<file path="src/rtl/abro_arb_pkg.sv">
// rtl/abro_arb_pkg.sv - shared state encodings and parameter defaults for the ABRO event arbiter
package abro_arb_pkg;

  localparam int N_DEFAULT       = 4;
  localparam int TIMEOUT_DEFAULT = 16;

  typedef enum logic [1:0] {
    ST_IDLE  = 2'b00,
    ST_GRANT = 2'b01,
    ST_REARM = 2'b10
  } arb_state_t;

endpackage

</file>
<file path="src/rtl/abro_event_arbiter_if.sv">
// rtl/abro_event_arbiter_if.sv - service-port bundle between ABRO channels, arbiter and consumer
interface abro_event_arbiter_if
  import abro_arb_pkg::*;
#(
  parameter int N = N_DEFAULT
) ();

  localparam int W = $clog2(N);

  logic [N-1:0] req;
  logic         ack;
  logic         valid;
  logic [N-1:0] grant;
  logic [W-1:0] grant_id;
  logic [N-1:0] rearm;
  logic [1:0]   state;
  logic         error;

  // Driver side: ABRO machines plus the consumer
  modport master (
    output req, ack,
    input  valid, grant, grant_id, rearm, state, error
  );

  // Arbiter side
  modport slave (
    input  req, ack,
    output valid, grant, grant_id, rearm, state, error
  );

endinterface

</file>
<file path="src/rtl/abro_rr_picker.sv">
// rtl/abro_rr_picker.sv - combinational round-robin search for the first pending channel at or above ptr
module abro_rr_picker
  import abro_arb_pkg::*;
#(
  parameter int N = N_DEFAULT,
  parameter int W = $clog2(N)
) (
  input  logic [N-1:0] pending,
  input  logic [W-1:0] ptr,
  output logic         found,
  output logic [W-1:0] index
);

  // Channel visited k steps after ptr, wrapping N-1 back to 0
  function automatic logic [W-1:0] slot(input logic [W-1:0] p, input int k);
    int s;
    s = int'(p) + k;
    if (s >= N) s = s - N;
    return s[W-1:0];
  endfunction

  // Walk the ring starting at ptr; the first pending channel wins
  always_comb begin
    found = 1'b0;
    index = '0;
    for (int k = 0; k < N; k++) begin
      if (!found && pending[slot(ptr, k)]) begin
        found = 1'b1;
        index = slot(ptr, k);
      end
    end
  end

endmodule

</file>
<file path="src/rtl/abro_event_arbiter.sv">
// rtl/abro_event_arbiter.sv - round-robin arbiter for N ABRO channels; ABRO_ARB_TIMEOUT_EN adds an Ack timeout
module abro_event_arbiter
  import abro_arb_pkg::*;
#(
  parameter int N       = N_DEFAULT,
  parameter int TIMEOUT = TIMEOUT_DEFAULT
) (
  input logic                 clk,
  input logic                 rst,
  abro_event_arbiter_if.slave bus
);

  localparam int W = $clog2(N);

  if (N < 2 || N > 16 || TIMEOUT < 1) begin : g_bad_params
    $error("abro_event_arbiter: N must be 2..16 and TIMEOUT at least 1");
  end

  arb_state_t   state_q;
  logic [N-1:0] req_prev;
  logic [N-1:0] pending;
  logic [N-1:0] grant_q;
  logic [N-1:0] rearm_q;
  logic [W-1:0] grant_id_q;
  logic [W-1:0] cur_id;
  logic [W-1:0] ptr;
  logic         valid_q;

  logic [N-1:0] rise;
  logic [N-1:0] clear_mask;
  logic [N-1:0] pending_next;
  logic         pick_found;
  logic [W-1:0] pick_idx;
  logic [W-1:0] ptr_next;
  logic         timeout_hit;

  // A new edge on the serviced channel in the REARM cycle is OR-ed in after the clear, so it survives
  assign rise         = bus.req & ~req_prev;
  assign clear_mask   = (state_q == ST_REARM) ? rearm_q : '0;
  assign pending_next = (pending & ~clear_mask) | rise;
  assign ptr_next     = (cur_id == W'(N - 1)) ? '0 : cur_id + 1'b1;

  function automatic logic [N-1:0] onehot(input logic [W-1:0] i);
    return {{(N - 1){1'b0}}, 1'b1} << i;
  endfunction

  abro_rr_picker #(.N(N), .W(W)) u_picker (
    .pending (pending),
    .ptr     (ptr),
    .found   (pick_found),
    .index   (pick_idx)
  );

`ifdef ABRO_ARB_TIMEOUT_EN
  localparam int CW = $clog2(TIMEOUT + 1);

  logic [CW-1:0] to_cnt;
  logic          error_q;

  assign timeout_hit = (state_q == ST_GRANT) && !bus.ack && (to_cnt == CW'(TIMEOUT - 1));
  assign bus.error   = error_q;

  // Count unacknowledged GRANT cycles; expiry forces REARM and latches the sticky error
  always_ff @(posedge clk or posedge rst) begin
    if (rst) begin
      to_cnt  <= '0;
      error_q <= 1'b0;
    end else if (state_q == ST_GRANT && !bus.ack) begin
      if (timeout_hit) begin
        to_cnt  <= '0;
        error_q <= 1'b1;
      end else begin
        to_cnt <= to_cnt + 1'b1;
      end
    end else begin
      to_cnt <= '0;
    end
  end
`else
  assign timeout_hit = 1'b0;
  assign bus.error   = 1'b0;
`endif

  // Edge capture, pending bookkeeping and the IDLE/GRANT/REARM sequencer with registered outputs
  always_ff @(posedge clk or posedge rst) begin
    if (rst) begin
      state_q    <= ST_IDLE;
      req_prev   <= '0;
      pending    <= '0;
      grant_q    <= '0;
      rearm_q    <= '0;
      grant_id_q <= '0;
      cur_id     <= '0;
      ptr        <= '0;
      valid_q    <= 1'b0;
    end else begin
      req_prev <= bus.req;
      pending  <= pending_next;
      case (state_q)
        ST_IDLE: begin
          if (pick_found) begin
            state_q    <= ST_GRANT;
            cur_id     <= pick_idx;
            valid_q    <= 1'b1;
            grant_q    <= onehot(pick_idx);
            grant_id_q <= pick_idx;
          end
        end
        ST_GRANT: begin
          if (bus.ack || timeout_hit) begin
            state_q    <= ST_REARM;
            valid_q    <= 1'b0;
            grant_q    <= '0;
            grant_id_q <= '0;
            rearm_q    <= grant_q;
          end
        end
        ST_REARM: begin
          state_q <= ST_IDLE;
          rearm_q <= '0;
          ptr     <= ptr_next;
        end
        default: begin
          state_q    <= ST_IDLE;
          valid_q    <= 1'b0;
          grant_q    <= '0;
          grant_id_q <= '0;
          rearm_q    <= '0;
        end
      endcase
    end
  end

  assign bus.valid    = valid_q;
  assign bus.grant    = grant_q;
  assign bus.grant_id = grant_id_q;
  assign bus.rearm    = rearm_q;
  assign bus.state    = state_q;

endmodule

</file>
<file path="src/flat_wrapper.sv">
// flat-port wrapper written by rule: the top's interface ports become plain ports
module abro_event_arbiter_flat import abro_arb_pkg::*;
#(
  parameter int N       = N_DEFAULT,
  parameter int TIMEOUT = TIMEOUT_DEFAULT
)
  (clk, rst, bus_req, bus_ack, bus_valid, bus_grant, bus_grant_id, bus_rearm, bus_state, bus_error);
  abro_event_arbiter_if #(.N(N)) bus_i ();
  input logic clk;
  input logic rst;
  input wire logic [$bits(bus_i.req)-1:0] bus_req;
  input wire logic [$bits(bus_i.ack)-1:0] bus_ack;
  output wire logic [$bits(bus_i.valid)-1:0] bus_valid;
  output wire logic [$bits(bus_i.grant)-1:0] bus_grant;
  output wire logic [$bits(bus_i.grant_id)-1:0] bus_grant_id;
  output wire logic [$bits(bus_i.rearm)-1:0] bus_rearm;
  output wire logic [$bits(bus_i.state)-1:0] bus_state;
  output wire logic [$bits(bus_i.error)-1:0] bus_error;
  assign bus_i.req = bus_req;
  assign bus_i.ack = bus_ack;
  assign bus_valid = bus_i.valid;
  assign bus_grant = bus_i.grant;
  assign bus_grant_id = bus_i.grant_id;
  assign bus_rearm = bus_i.rearm;
  assign bus_state = bus_i.state;
  assign bus_error = bus_i.error;
  abro_event_arbiter #(.N(N), .TIMEOUT(TIMEOUT)) u_core (.clk(clk), .rst(rst), .bus(bus_i));
endmodule
</file>
<file path="config.mk">
export PLATFORM = sky130hd
export DESIGN_NAME = abro_event_arbiter_flat
export DESIGN_NICKNAME = d
export VERILOG_FILES = /design/src/rtl/abro_arb_pkg.sv /design/src/rtl/abro_event_arbiter_if.sv /design/src/rtl/abro_rr_picker.sv /design/src/rtl/abro_event_arbiter.sv /design/src/flat_wrapper.sv
export SDC_FILE = /design/constraint.sdc
export NUM_CORES = 1
export LEC_CHECK = 0
export CAP_MARGIN = 25
export CORE_UTILIZATION = 64
export CTS_CLUSTER_DIAMETER = 200
export DETAILED_ROUTE_END_ITERATION = 8
export DONT_BUFFER_PORTS = 1
export PLACE_DENSITY = 0.84
export SLEW_MARGIN = 0
export SYNTH_ARGS = -nofsm -noshare
export SYNTH_HDL_FRONTEND = slang
export SYNTH_SLANG_ARGS = --single-unit
</file>
<file path="constraint.sdc">
create_clock -name clk -period 2.88 [get_ports clk]
set_input_delay 0.576 -clock clk [delete_from_list [all_inputs] [get_ports clk]]
set_output_delay 0.576 -clock clk [all_outputs]
set_load 0.1 [all_outputs]
</file>
==> results.py <==
metrics = {
    "timing": {
        "post-route-min-period_ns": 1.88,
        "worst_pin_slew_ns": 0.957,
        "setup_viol": 0,
        "post-route-period-util_pct": 65.3,
        "slew_headroom_pct": 36.2,
        "rsz0062_at_grt": "false",
        "clock-skew-final_ns": 0.00172,
        "slew_violations": 0,
        "fmax_mhz": 532,
        "finalHoldViolCount": 0,
        "setup_tns_ns": 0,
    },
    "clocking": {
        "clockBufferDepth": 2,
        "root_buffer": "clkbuf_4",
        "cts_hold_buf": 0,
        "cts_made_buffers": 3,
        "cts_resized": 0,
        "path_clk_slew_ns": 0.12,
        "cts_tree": "built",
        "cts_max_level": 1,
        "numClockSinks": 25,
        "clkLatencyLatePin_ns": 0.31,
        "postCtsSetupRepairBufs": 0,
    },
    "synthesis": {
        "synth_cell_type_count": 31,
        "synth_edf_count": 0,
        "netlist_area_um2": 1050,
        "synthCells": 100,
        "synth_nets": 108,
        "syn_area_per_cell_um2": 10.5,
        "ys_seq_area_share_pct": 59.3,
        "ys_ff_latch": 25,
        "synthArstFlopShare_pct": 100,
        "yosys_warnings": 0,
        "synthFlopType": "dfrtp_1",
    },
    "worst_setup_path": {
        "crit_type": "register to primary output",
        "reg2reg_to": "u_core.bus.grant_id[1]",
        "end_kind": "primary output",
        "critical_path_depth": 0,
        "reg2reg_slack_ns": 1.23,
        "setup.worst_path.start": "u_core.bus.grant[1]",
        "worstPathRequired_ns": 2.30,
        "r2r_start": "u_core.pending[2]",
        "critical_path.endpoint": "bus_grant[1]",
        "cp_data_arrival_time_ns": 1.31,
        "reg2reg_depth": 4,
        "crit_fanout": 3,
        "start_kind": "register",
    },
    "grt": {
        "grt.total_usage_pct": 22.7,
        "grt_pass1_wl_mm": 2.90,
        "grt_start_max_net_pins": 26,
        "grt_pass1_vias": 636,
        "antenna_found_initial": 0,
        "overflow": 0,
    },
    "finish": {
        "nNetsFinal": 110,
        "syn_to_final_growth_pct": 1.78,
        "final_common_cell": "dfrtp_1",
        "final_cell_mix": "dfrtp_1 (25), nand2_1 (17), nand3_1 (7)",
        "drive_above_1_share_pct": 9.90,
        "fillers": 118,
        "diodes": 0,
    },
    "route": {
        "firstDrtPassIters": 4,
        "ant_nets": 0,
        "wl_met3_um": 111,
        "drt_iter0_markers": 25,
        "routed_wl_mm": 1.74,
        "routedWlPerCell_um": 14.9,
        "vias_per_cell": 6.09,
        "vias": 713,
        "drc": 0,
        "top_layer": "met4",
        "wl_met1_um": 740,
        "met2_length_um": 847,
    },
    "flow_run": {
        "drv_cap": 0,
    },
    "status": {
        "status": "complete, no violations",
    },
    "floorplan": {
        "ios": 21,
        "die_w_um": 42.6,
        "die_area_um2": 1810,
        "coreArea_um2": 1520,
        "rows": 14,
        "die_y_um": 42.6,
        "initial_core_util_pct": 69.2,
    },
    "min_path": {
        "min-delay-start": "bus_req[1]",
        "min-delay-path-class": "input pin to register",
    },
    "placed_design": {
        "hpwlAfterDp_mm": 1.31,
        "port_buffers": 0,
        "globalplace.congestion": 0.759,
    },
}
==> cells in the mapped netlist (2+ instances only) <==
cell | count | area share [%]
a32o_1 | 2 | 1.9
nor2b_1 | 2 | 1.2
nand3_1 | 7 | 3.3
nor2_1 | 4 | 1.4
or3_1 | 2 | 1.2
inv_1 | 6 | 2.1
dfrtp_1 | 25 | 59
o21ai_0 | 6 | 2.8
o31ai_1 | 2 | 1.4
nand2_1 | 17 | 6.0
mux2_2 | 2 | 2.1
a21oi_1 | 6 | 2.8
==> cell families after synthesis <==
kind of cell	Yosys count	share of synthesized area, %
adders and majority gates	1	1.19
muxes	3	3.08
AOI/OAI and AO/OA	21	12.7
and+or+nand+nor	38	17.2
DFF	25	59.3
buffers and inverters	11	6.17
other	1	0.356
==> state kept, by name (all words and copies together), names as in the netlist <==
signal and flops:
u_core.bus.grant 4, u_core.bus.grant_id 2, u_core.bus.rearm 4, u_core.bus.state 2
u_core.bus.valid 1, u_core.cur_id 2, u_core.pending 4, u_core.ptr 2
u_core.req_prev 4
==> area by class of cell <==
class                      instances  area, µm²  area share, %
clock buffer                       4       26.3           2.45
inverter                           6       22.5           2.10
multi-input combinational         64        364           33.9
sequential                        25        626           58.3
tap                               16       20.0           1.86
timing repair buffer               2       15.0           1.40
==> metal layers <==
| metal | global-route usage, % | vias up |
|---|---|---|
| li1 | - | 341 |
| met1 | 26.5 | 344 |
| met2 | 36.3 | 23 |
| met3 | 7.76 | 5 |
| met4 | 13.1 | 0 |
| met5 | 0 | - |
==> worst min path at each step <==
stage	to	slack (ns)	cells after the start
floorplan	u_core.pending[0]	0.40	1
global placement	u_core.pending[0]	0.40	1
detailed placement	u_core.pending[3]	0.41	1
CTS	u_core.req_prev[3]	0.27	0
global route	u_core.req_prev[3]	0.25	0
finish	u_core.req_prev[1]	0.28	0
==> stage by stage <==
stage	util (%)	hold WS (ns)	instances	worst slack [ns]	cell area, µm²
6_report	70.4	0.276	117	0.999	1070
5_1_grt	70.4	0.253	117	0.963	1070
4_1_cts	70.4	0.273	117	0.998	1070
3_5_place_dp	68.7	0.412	113	1.24	1050
3_3_place_gp	68.7	0.403	113	1.30	1050
2_1_floorplan	-	0.400	100	0.866	1050
Power is not shown: default switching activity piles up to over one toggle a cycle in this logic, so the estimate is an artifact.
